<file path="config.mk">
export PLATFORM = sky130hd
export DESIGN_NAME = roberto_rx_serial
export DESIGN_NICKNAME = d
export VERILOG_FILES = /design/src/rtl/roberto_rx_serial.sv
export SDC_FILE = /design/constraint.sdc
export NUM_CORES = 1
export LEC_CHECK = 0
export ABC_AREA = 1
export BUFFER_PORTS_ARGS = -buffer_cell sky130_fd_sc_hd__buf_4
export CORE_MARGIN = 1.5
export CORE_UTILIZATION = 40
export CTS_CLUSTER_DIAMETER = 30
export DETAILED_ROUTE_END_ITERATION = 6
export PLACE_DENSITY_LB_ADDON = 0.25
export RECOVER_POWER = 100
export SLEW_MARGIN = 10
export SYNTH_ARGS = -nofsm -noshare
export SYNTH_HDL_FRONTEND = slang
export SYNTH_SLANG_ARGS = --single-unit
export TNS_END_PERCENT = 50
</file>
<file path="constraint.sdc">
create_clock -name clock -period 2.3 [get_ports clock]
set_input_delay 0.115 -clock clock [delete_from_list [all_inputs] [get_ports clock]]
set_output_delay 0.115 -clock clock [all_outputs]
set_load 0.01 [all_outputs]
</file>
<file path="src/rtl/roberto_rx_serial.sv">
// roberto_rx_serial: UART receiver with mid-bit sampling, start glitch rejection and stop check; odd parity when ROBERTO_RX_PARITY_EN is defined
module roberto_rx_serial #(
    parameter int CLKS_PER_BIT = 434,
    parameter int DATA_BITS    = 7
) (
    input  logic                 clock,
    input  logic                 reset,
    input  logic                 zera,
    input  logic                 RX,
    input  logic                 recebe_dado,
    output logic [DATA_BITS-1:0] dados_ascii,
    output logic                 pronto_recepcao,
    output logic                 tem_dado,
    output logic                 erro_frame,
    output logic                 erro_paridade,
    output logic                 erro_overrun,
    output logic [3:0]           db_estado
);
    localparam logic [3:0] st_inicial  = 4'b0000;
    localparam logic [3:0] st_start    = 4'b0001;
    localparam logic [3:0] st_dados    = 4'b0010;
`ifdef ROBERTO_RX_PARITY_EN
    localparam logic [3:0] st_paridade = 4'b0011;
`endif
    localparam logic [3:0] st_stop     = 4'b0100;
    localparam logic [3:0] st_final    = 4'b0101;
    localparam logic [3:0] st_erro     = 4'b0110;

    localparam int tw = $clog2(CLKS_PER_BIT);
    localparam int bw = $clog2(DATA_BITS + 1);
    localparam logic [tw-1:0] tick_last = tw'(CLKS_PER_BIT - 1);
    localparam logic [tw-1:0] half_last = tw'(CLKS_PER_BIT / 2 - 1);
    localparam logic [bw-1:0] bits_last = bw'(DATA_BITS - 1);

    logic [3:0]           estado;
    logic [tw-1:0]        tick;
    logic [bw-1:0]        bit_cnt;
    logic [DATA_BITS-1:0] shift_reg;
    logic                 bit_tick;
    logic                 par_ok;

    assign bit_tick = (tick == tick_last);

`ifdef ROBERTO_RX_PARITY_EN
    logic paridade_bit;
    assign par_ok = ^{shift_reg, paridade_bit};
`else
    assign par_ok = 1'b1;
`endif

    // Report the state code; anything outside the defined set reads as 1111
    always_comb begin
        db_estado = 4'b1111;
        case (estado)
            st_inicial, st_start, st_dados, st_stop, st_final, st_erro: db_estado = estado;
`ifdef ROBERTO_RX_PARITY_EN
            st_paridade: db_estado = estado;
`endif
            default: db_estado = 4'b1111;
        endcase
    end

    // Frame FSM: outputs and pulses are registered on the stop-bit sample so they are visible during final
    always_ff @(posedge clock) begin
        if (reset || zera) begin
            estado          <= st_inicial;
            tick            <= '0;
            bit_cnt         <= '0;
            shift_reg       <= '0;
            dados_ascii     <= '0;
            tem_dado        <= 1'b0;
            pronto_recepcao <= 1'b0;
            erro_frame      <= 1'b0;
            erro_paridade   <= 1'b0;
            erro_overrun    <= 1'b0;
`ifdef ROBERTO_RX_PARITY_EN
            paridade_bit    <= 1'b0;
`endif
        end else begin
            pronto_recepcao <= 1'b0;
            erro_frame      <= 1'b0;
            erro_paridade   <= 1'b0;
            erro_overrun    <= 1'b0;
            tick            <= tick + 1'b1;
            if (recebe_dado)
                tem_dado <= 1'b0;
            case (estado)
                st_inicial: begin
                    tick <= '0;
                    if (!RX)
                        estado <= st_start;
                end
                st_start: begin
                    if (tick == half_last) begin
                        tick   <= '0;
                        estado <= RX ? st_inicial : st_dados;
                    end
                end
                st_dados: begin
                    if (bit_tick) begin
                        tick      <= '0;
                        shift_reg <= {RX, shift_reg[DATA_BITS-1:1]};
                        bit_cnt   <= (bit_cnt == bits_last) ? '0 : bit_cnt + 1'b1;
                        if (bit_cnt == bits_last)
`ifdef ROBERTO_RX_PARITY_EN
                            estado <= st_paridade;
`else
                            estado <= st_stop;
`endif
                    end
                end
`ifdef ROBERTO_RX_PARITY_EN
                st_paridade: begin
                    if (bit_tick) begin
                        tick         <= '0;
                        paridade_bit <= RX;
                        estado       <= st_stop;
                    end
                end
`endif
                st_stop: begin
                    if (bit_tick) begin
                        tick <= '0;
                        if (!RX) begin
                            estado     <= st_erro;
                            erro_frame <= 1'b1;
                        end else begin
                            estado <= st_final;
                            if (par_ok) begin
                                dados_ascii     <= shift_reg;
                                pronto_recepcao <= 1'b1;
                                tem_dado        <= 1'b1;
                                erro_overrun    <= tem_dado && !recebe_dado;
                            end else begin
                                erro_paridade <= 1'b1;
                            end
                        end
                    end
                end
                st_final: begin
                    tick   <= '0;
                    estado <= st_inicial;
                end
                st_erro: begin
                    tick <= '0;
                    if (RX)
                        estado <= st_inicial;
                end
                default: begin
                    tick   <= '0;
                    estado <= st_inicial;
                end
            endcase
        end
    end
endmodule

</file>
==> results of run 1 <==
==> area by class of cell <==
class | instances | share of cell area
multi-input cells | 148 | 0.427
flip-flops and latches | 33 | 0.369
repair buffers | 20 | 0.0524
inverters | 21 | 0.0440
clock buffers | 5 | 0.0384
clock inverters | 3 | 0.0363
well taps | 48 | 0.0335
==> kinds of logic after synthesis <==
group / after synthesis
other: 1
adder cells (fa/ha/maj): 3
AND/OR/NAND/NOR: 117
buffers and inverters: 27
flip-flops: 33
AO/OA/AOI/OAI: 20
XOR/XNOR: 7
==> per-stage QoR <==
step | cell area [um^2] | hold slack (ps) | power (mW) | util
floorplan | 1570 | 194 | 0.819 | -
global placement | 1740 | 334 | 0.860 | 0.469
detailed placement | 1740 | 328 | 0.861 | 0.469
CTS | 1880 | 26.6 | 1.50 | 0.505
global route | 1790 | 34.0 | 1.54 | 0.482
finish | 1790 | 22.9 | 1.46 | 0.482
==> layout by cell type (no fill, tap or decap) <==
master / synthesis / final
nor3b_1: 1 / 1
xnor2_1: 3 / 3
nor3_2: 1 / 1
clkinv_2: 0 / 1
nand4_1: 1 / 1
inv_1: 16 / 17
bufinv_16: 0 / 2
nor2_1: 49 / 49
o21ai_0: 15 / 16
buf_4: 1 / 5
o211ai_4: 1 / 1
nor4_1: 1 / 1
clkbuf_1: 2 / 15
a21oi_1: 3 / 3
nor2_4: 1 / 1
nor2_2: 12 / 12
clkbuf_8: 0 / 5
nor3_1: 6 / 6
inv_2: 5 / 4
nor3_4: 2 / 2
nand3_2: 1 / 1
nand2_2: 5 / 4
conb_1: 1 / 1
dfxtp_1: 33 / 33
nand3_1: 3 / 4
nand2_1: 31 / 34
xor2_1: 4 / 4
ha_1: 3 / 3
==> worst max-delay path by stage <==
| stage | startpoint | endpoint | slack [ps] | cells past startpoint |
|---|---|---|---|---|
| 2_1_floorplan | tick[0] | tick[8] | 960 | 7 |
| 3_3_place_gp | tick[0] | dados_ascii[1] | 830 | 7 |
| 3_5_place_dp | tick[0] | dados_ascii[5] | 790 | 7 |
| 4_1_cts | tick[0] | dados_ascii[5] | 780 | 7 |
| 5_1_grt | estado[1] | tick[5] | 340 | 6 |
| 6_report | estado[1] | tick[0] | 530 | 6 |
==> per-layer routing <==
layer | vias up | GRT usage | share of wire | wire length (um)
met5 | - | 0 | 0 | 0
met4 | 0 | 0.0859 | 0.026 | 74
met3 | 7 | 0.0360 | 0.036 | 102
met2 | 26 | 0.242 | 0.42 | 1180
met1 | 537 | 0.199 | 0.52 | 1440
li1 | 686 | - | - | -
==> worst register-to-register path, stage by stage (launching register included) <==
cell,delay [ps]
dfxtp_1,520
nand3_1,400
nand2_1,300
nand2_2,100
nand2_2,110
o211ai_4,150
nor2_2,130
==> report_power, final <==
part           switching, mW  leakage (nW)  internal, mW
Sequential            0.0247         0.266         0.584
Clock                  0.209        0.0681         0.430
Combinational          0.142         0.371        0.0687
Total                  0.376         0.705          1.08
==> summary.md, run 1 <==
| Metric | Value |
|---|---|
| Status | completed |
| Ys Warns | 0 |
| Cell mode on critical path | nand2_2 |
| Drt via density | 4.52 |
| Hold-fix buffers, CTS | 0 |
| Maximum vdd drop | 0.338 mV |
| ANT cells | 0 |
| Hold Path Class | in2reg |
| CP max stage delay | 520 ps |
| Initial DRC count | 50 |
| Number of flip-flops in the largest register | 9 |
| Non-filler instance count after layout | 278 |
| Synth Area in Compound Gates | 0.0741 |
| Synthesized-area fraction occupied by adder cells | 0.0239 |
| Grt total ovfl | 0 |
| Final setup TNS | 0 ps |
| Critical path required time | 2520 ps |
| Main synth FF type | dfxtp_1 |
| RSZ-0062 raised after global routing | no |
| Area grow syn2layout | 14.1% |
| CP Cell Sequence | nand3_1 > nand2_1 > nand2_2 > nand2_2 > o211ai_4 > nor2_2 |
| Synth cell count leaders | nor2_1, dfxtp_1, nand2_1 |
| Largest family of logic cells by synthesized area | simple AND/OR/NAND/NOR gates |
| Avg Inst Size Synth | 7.55 um^2 |
| WL/cell | 10.1 um |
| Total length of routed wires | roughly 2.8 mm |
| Distinct cells, synth | 30 |
| Maxcap violations | 0 |
| Floorplan core area | around 0.0037 mm^2 |
| RR Endpoint | tick[0] |
| Pwr/cell area | 814 mW/mm^2 |
| Largest net degree at the start of global routing | 20 |
| EDFF count, synth | 0 |
| CTS Buf Count | 5 |
| Cell count after synthesis | roughly 210 |
| GPL Wtd Cong | 0.783 |
| Yosys reg bits | 33 |
| Crit end category | register |
| Clock tree buffer depth | 2 |
| Post-route ant nets | 0 |
| Final setup viols | 0 |
| Top post-synthesis cells by area | dfxtp_1, nor2_1, nand2_1 |
| Hold Vio Cnt, Final | 0 |
| Synthesized cell area | 0.00157 mm^2 |
| Post-Synth XOR/XNOR Area | 0.0390 |
| Clock latency on the worst-skew pair | 280 ps |
| Worst Setup Path Type | reg2reg |
| Dominant cell type by area after synthesis | dfxtp_1 |
| Crit share post-route | 0.771 |
| Place WS | 794 ps |
| Crit path max-delay family | simple AND/OR/NAND/NOR gates |
| Die Y | 65.7 um |
| Hold Crit Depth | 2 |
| Root buffer cell | clkbuf_8 |
| Max FO, Critical Path | 9 |
| CP max-delay cell | dfxtp_1 |
| Die width | 65.7 um |
| Die area | between 0.004 and 0.005 mm^2 |
| Multi-input gate area | 764 um^2 |
| Critical path startpoint category | register |
| Drt drc | 0 |
| Setup Skew | between 6 and 7 ps |
| Io pins | 21 |
| Worst r2r src | estado[1] |
| Clock Sink Count | 33 |
| Reg2Reg Depth | 6 |
| Worst hold start | RX |
| Worst-path clk slew | 70 ps |
| Share of cells above drive strength 1 | 0.170 |
| Initial antenna violation count | 0 |
| CP bufs+invs | 0 |
| Vias in the first global route | about 1200 |
| Most frequent cell after synthesis | nor2_1 |
| Post_cts resized | 0 |
| Reg2reg setup slack | 530 ps |
| Final #Nets | 237 |
| Syn nets | 216 |
| PortBufs | 19 |
| Tmin final | 1770 ps |
| Post-CTS Setup Repair Bufs | 0 |
| Pins Over Slew Limit | 0 |
| Filler Cell Count | ~410 |
| Lkg Pwr | around 0.71 nW |
| Seq/Total Area, Yosys | 0.421 |
| TritonCTS clock tree | yes |
| CP arrival | 1990 ps |
| Pre-antenna DRT Iters | 4 |
| Initial Utilization | 0.423 |
| Setup ws final | 526 ps |
| Total number of H-tree levels | 2 |
| Mux contribution to synthesized area | 0 |
| Yosys top cell area share | 0.421 |
| Worst hold path endpoint | erro_frame |
| DP Wirelength | 2.06 mm |
| Post-synth ARST share | 0 |
| # rows | 22 |
| Max Fclk | between 0.5 and 0.6 GHz |
| Post-Place Cells | 270 |
| Register area | around 660 um^2 |
| Total GRT Usage | 0.156 |
| Simple-Gate Fraction of Synth Area | 0.367 |
| First-pass GRT wire length | 5.00 mm |
| Total number of vias | roughly 1300 |
Note: power is estimated with default switching activity, not from simulation.
==> inputs of run 2 (changes only) <==
==> constraint.sdc (replaced) <==
create_clock -name clock -period 1.8 [get_ports clock]
set_input_delay 0.09 -clock clock [delete_from_list [all_inputs] [get_ports clock]]
set_output_delay 0.09 -clock clock [all_outputs]
set_load 0.01 [all_outputs]
==> run 2 against run 1 <==
Clock power decreased by 16%; wire length increased by 0.43%; final cell count increased by 0.72%.
==> summary.md, run 2 (same netlist as run 1, synthesis figures left out) <==
| Metric | Value |
|---|---|
| Crit share post-route | 0.858 (was 0.771) |
| GPL Wtd Cong | 0.772 (was 0.783) |
| Drt drc | 0 (unchanged) |
| Hold Path Class | in2reg (unchanged) |
| Commonest non-fill, non-tap cell in the layout | nor2_1 (unchanged) |
| CP Cell Sequence | ha_1 > nand2_1 > nor2_1 > nand2_4 > nor3_4 > inv_1 > nor3_2 (was nand3_1 > nand2_1 > nand2_2 > nand2_2 > o211ai_4 > nor2_2) |
| Io pins | 21 (unchanged) |
| Met2 Resource Use GR | 0.260 (was 0.242) |
| Post_cts resized | 0 (unchanged) |
| Met3 usage | 0.0514 (was 0.0360) |
| Lkg Pwr | 0.710 nW (was 0.705 nW) |
| Pins Over Slew Limit | 0 (unchanged) |
| TritonCTS clock tree | yes (unchanged) |
| PortBufs | 19 (unchanged) |
| Grt total ovfl | 0 (unchanged) |
| RSZ-0062 raised after global routing | no (unchanged) |
| CTS Buf Count | 5 (unchanged) |
| Setup Skew | 3.98 ps (was 6.10 ps) |
| Critical path required time | 2020 ps (was 2520 ps) |
| Vias in the first global route | 1226 (was 1156) |
| Crit path max-delay family | simple AND/OR/NAND/NOR gates (unchanged) |
| Setup ws final | 256 ps (was 526 ps) |
| M1 GR Usage | 0.182 (was 0.199) |
| Drt via density | 4.51 (was 4.52) |
| Hold-fix buffers, CTS | 1 (was 0) |
| Number of flip-flops in the largest register | 9 (unchanged) |
| DP Wirelength | 2.13 mm (was 2.06 mm) |
| Total GRT Usage | 0.156 (about the same) |
| Total number of H-tree levels | 2 (unchanged) |
| WL/cell | 10.0 um (was 10.1 um) |
| Share of cells above drive strength 1 | 0.177 (was 0.170) |
| Total number of vias | 1262 (was 1256) |
| Final #Nets | 239 (was 237) |
| CP max stage delay | 410 ps (was 520 ps) |
| Hold Vio Cnt, Final | 0 (unchanged) |
| CP max-delay cell | dfxtp_1 (unchanged) |
| # rows | 22 (unchanged) |
| Crit end category | register (unchanged) |
| Status | completed (unchanged) |
| Global route hottest layer | met2 (unchanged) |
| Place WS | 285 ps (was 794 ps) |
| Max FO, Critical Path | 9 (unchanged) |
| Most frequent cells in the layout | nor2_1, nand2_1, dfxtp_1 (unchanged) |
| Area grow syn2layout | 13.6% (was 14.1%) |
| Maximum vdd drop | 0.391 mV (was 0.338 mV) |
| Pre-antenna DRT Iters | 4 (unchanged) |
| Clock tree buffer depth | 2 (unchanged) |
| Total length of routed wires | 2.81 mm (was 2.80 mm) |
| First-pass GRT wire length | 5.09 mm (was 5.00 mm) |
| Die area | 0.00431 mm^2 (unchanged) |
| Critical path startpoint category | register (unchanged) |
| Pwr/cell area | 901 mW/mm^2 (was 814 mW/mm^2) |
| Worst Setup Path Type | reg2reg (unchanged) |
| Post-route ant nets | 0 (unchanged) |
| Die width | 65.7 um (unchanged) |
| Final setup viols | 0 (unchanged) |
| Max Fclk | 0.648 GHz (was 0.564 GHz) |
| ANT cells | 0 (unchanged) |
| CP bufs+invs | 1 (was 0) |
| Post-CTS Setup Repair Bufs | 0 (unchanged) |
| Final Cell Area | 0.00178 mm^2 (was 0.00179 mm^2) |
| Placed inst area | 0.00175 mm^2 (was 0.00174 mm^2) |
| Tmin final | 1540 ps (was 1770 ps) |
| Initial DRC count | 61 (was 50) |
| Floorplan core area | 0.00372 mm^2 (unchanged) |
| Worst hold slack | 74.7 ps (was 22.9 ps) |
| Initial antenna violation count | 0 (unchanged) |
| Root buffer cell | clkbuf_8 (unchanged) |
| Maxcap violations | 0 (unchanged) |
| Worst-path clk slew | 70 ps (about the same) |
| Initial Utilization | 0.423 (unchanged) |
| CP arrival | 1760 ps (was 1990 ps) |
| Final setup TNS | 0 ps (unchanged) |
| Die Y | 65.7 um (unchanged) |
| Clock Sink Count | 33 (unchanged) |
| Clock latency on the worst-skew pair | 280 ps (about the same) |
| Largest net degree at the start of global routing | 20 (unchanged) |
[run 2: cell count changes in the layout (fill, tap and decap cells not counted), sizes merged]
cell / previous run / this run
bufinv: 2 / 0
buf: 5 / 6
clkinv: 1 / 2
clkinvlp: 0 / 1
dlygate4sd3: 0 / 1
[run 2: path summary, 6_finish.rpt]
check | depth (start not counted) | slack, ps | to | start
worst max register to register | 7 | 260 | erro_overrun | tick[0]
worst max-delay path | 7 | 260 | erro_overrun | tick[0]
worst min-delay path | 4 | 70 | erro_overrun | recebe_dado
worst min register to register | 2 | 480 | dados_ascii[3] | dados_ascii[3]
[run 2: cell type report]
class / instances / area [um^2]
clock buffer: 5 / 68.8
clock inverter: 3 / 17.5
fill: 409 / 1930
inverter: 21 / 78.8
multi-input combinational: 148 / 787
sequential: 33 / 661
tap: 48 / 60.1
timing repair buffer: 22 / 111
[run 2: through the flow]
stage                     power (mW)   util  instances
after global routing            1.70  0.480        280
final                           1.61  0.480        280
after floorplan                 1.05      -        208
after global placement          1.11  0.471        271
after detailed placement        1.11  0.471        271
after CTS                       1.65  0.497        280
[run 2: metal layers]
| layer | part of all wire | vias to the layer above |
|---|---|---|
| met2 | 0.44 | 22 |
| li1 | - | 690 |
| met1 | 0.49 | 543 |
| met4 | 0.024 | 0 |
| met3 | 0.042 | 7 |
| met5 | 0 | - |
[run 2: power breakdown]
part	switching [mW]	total, mW	internal (mW)
Combinational	0.194	0.294	0.100
Sequential	0.0314	0.777	0.746
Clock	0.270	0.536	0.266
[run 2: worst register-to-register path, delay by kind of cell (launching register included)]
kind          cells  cell delay (ps)
simple gates      5              760
flops             1              410
fa+ha+maj         1              190
buf+inv           1              130
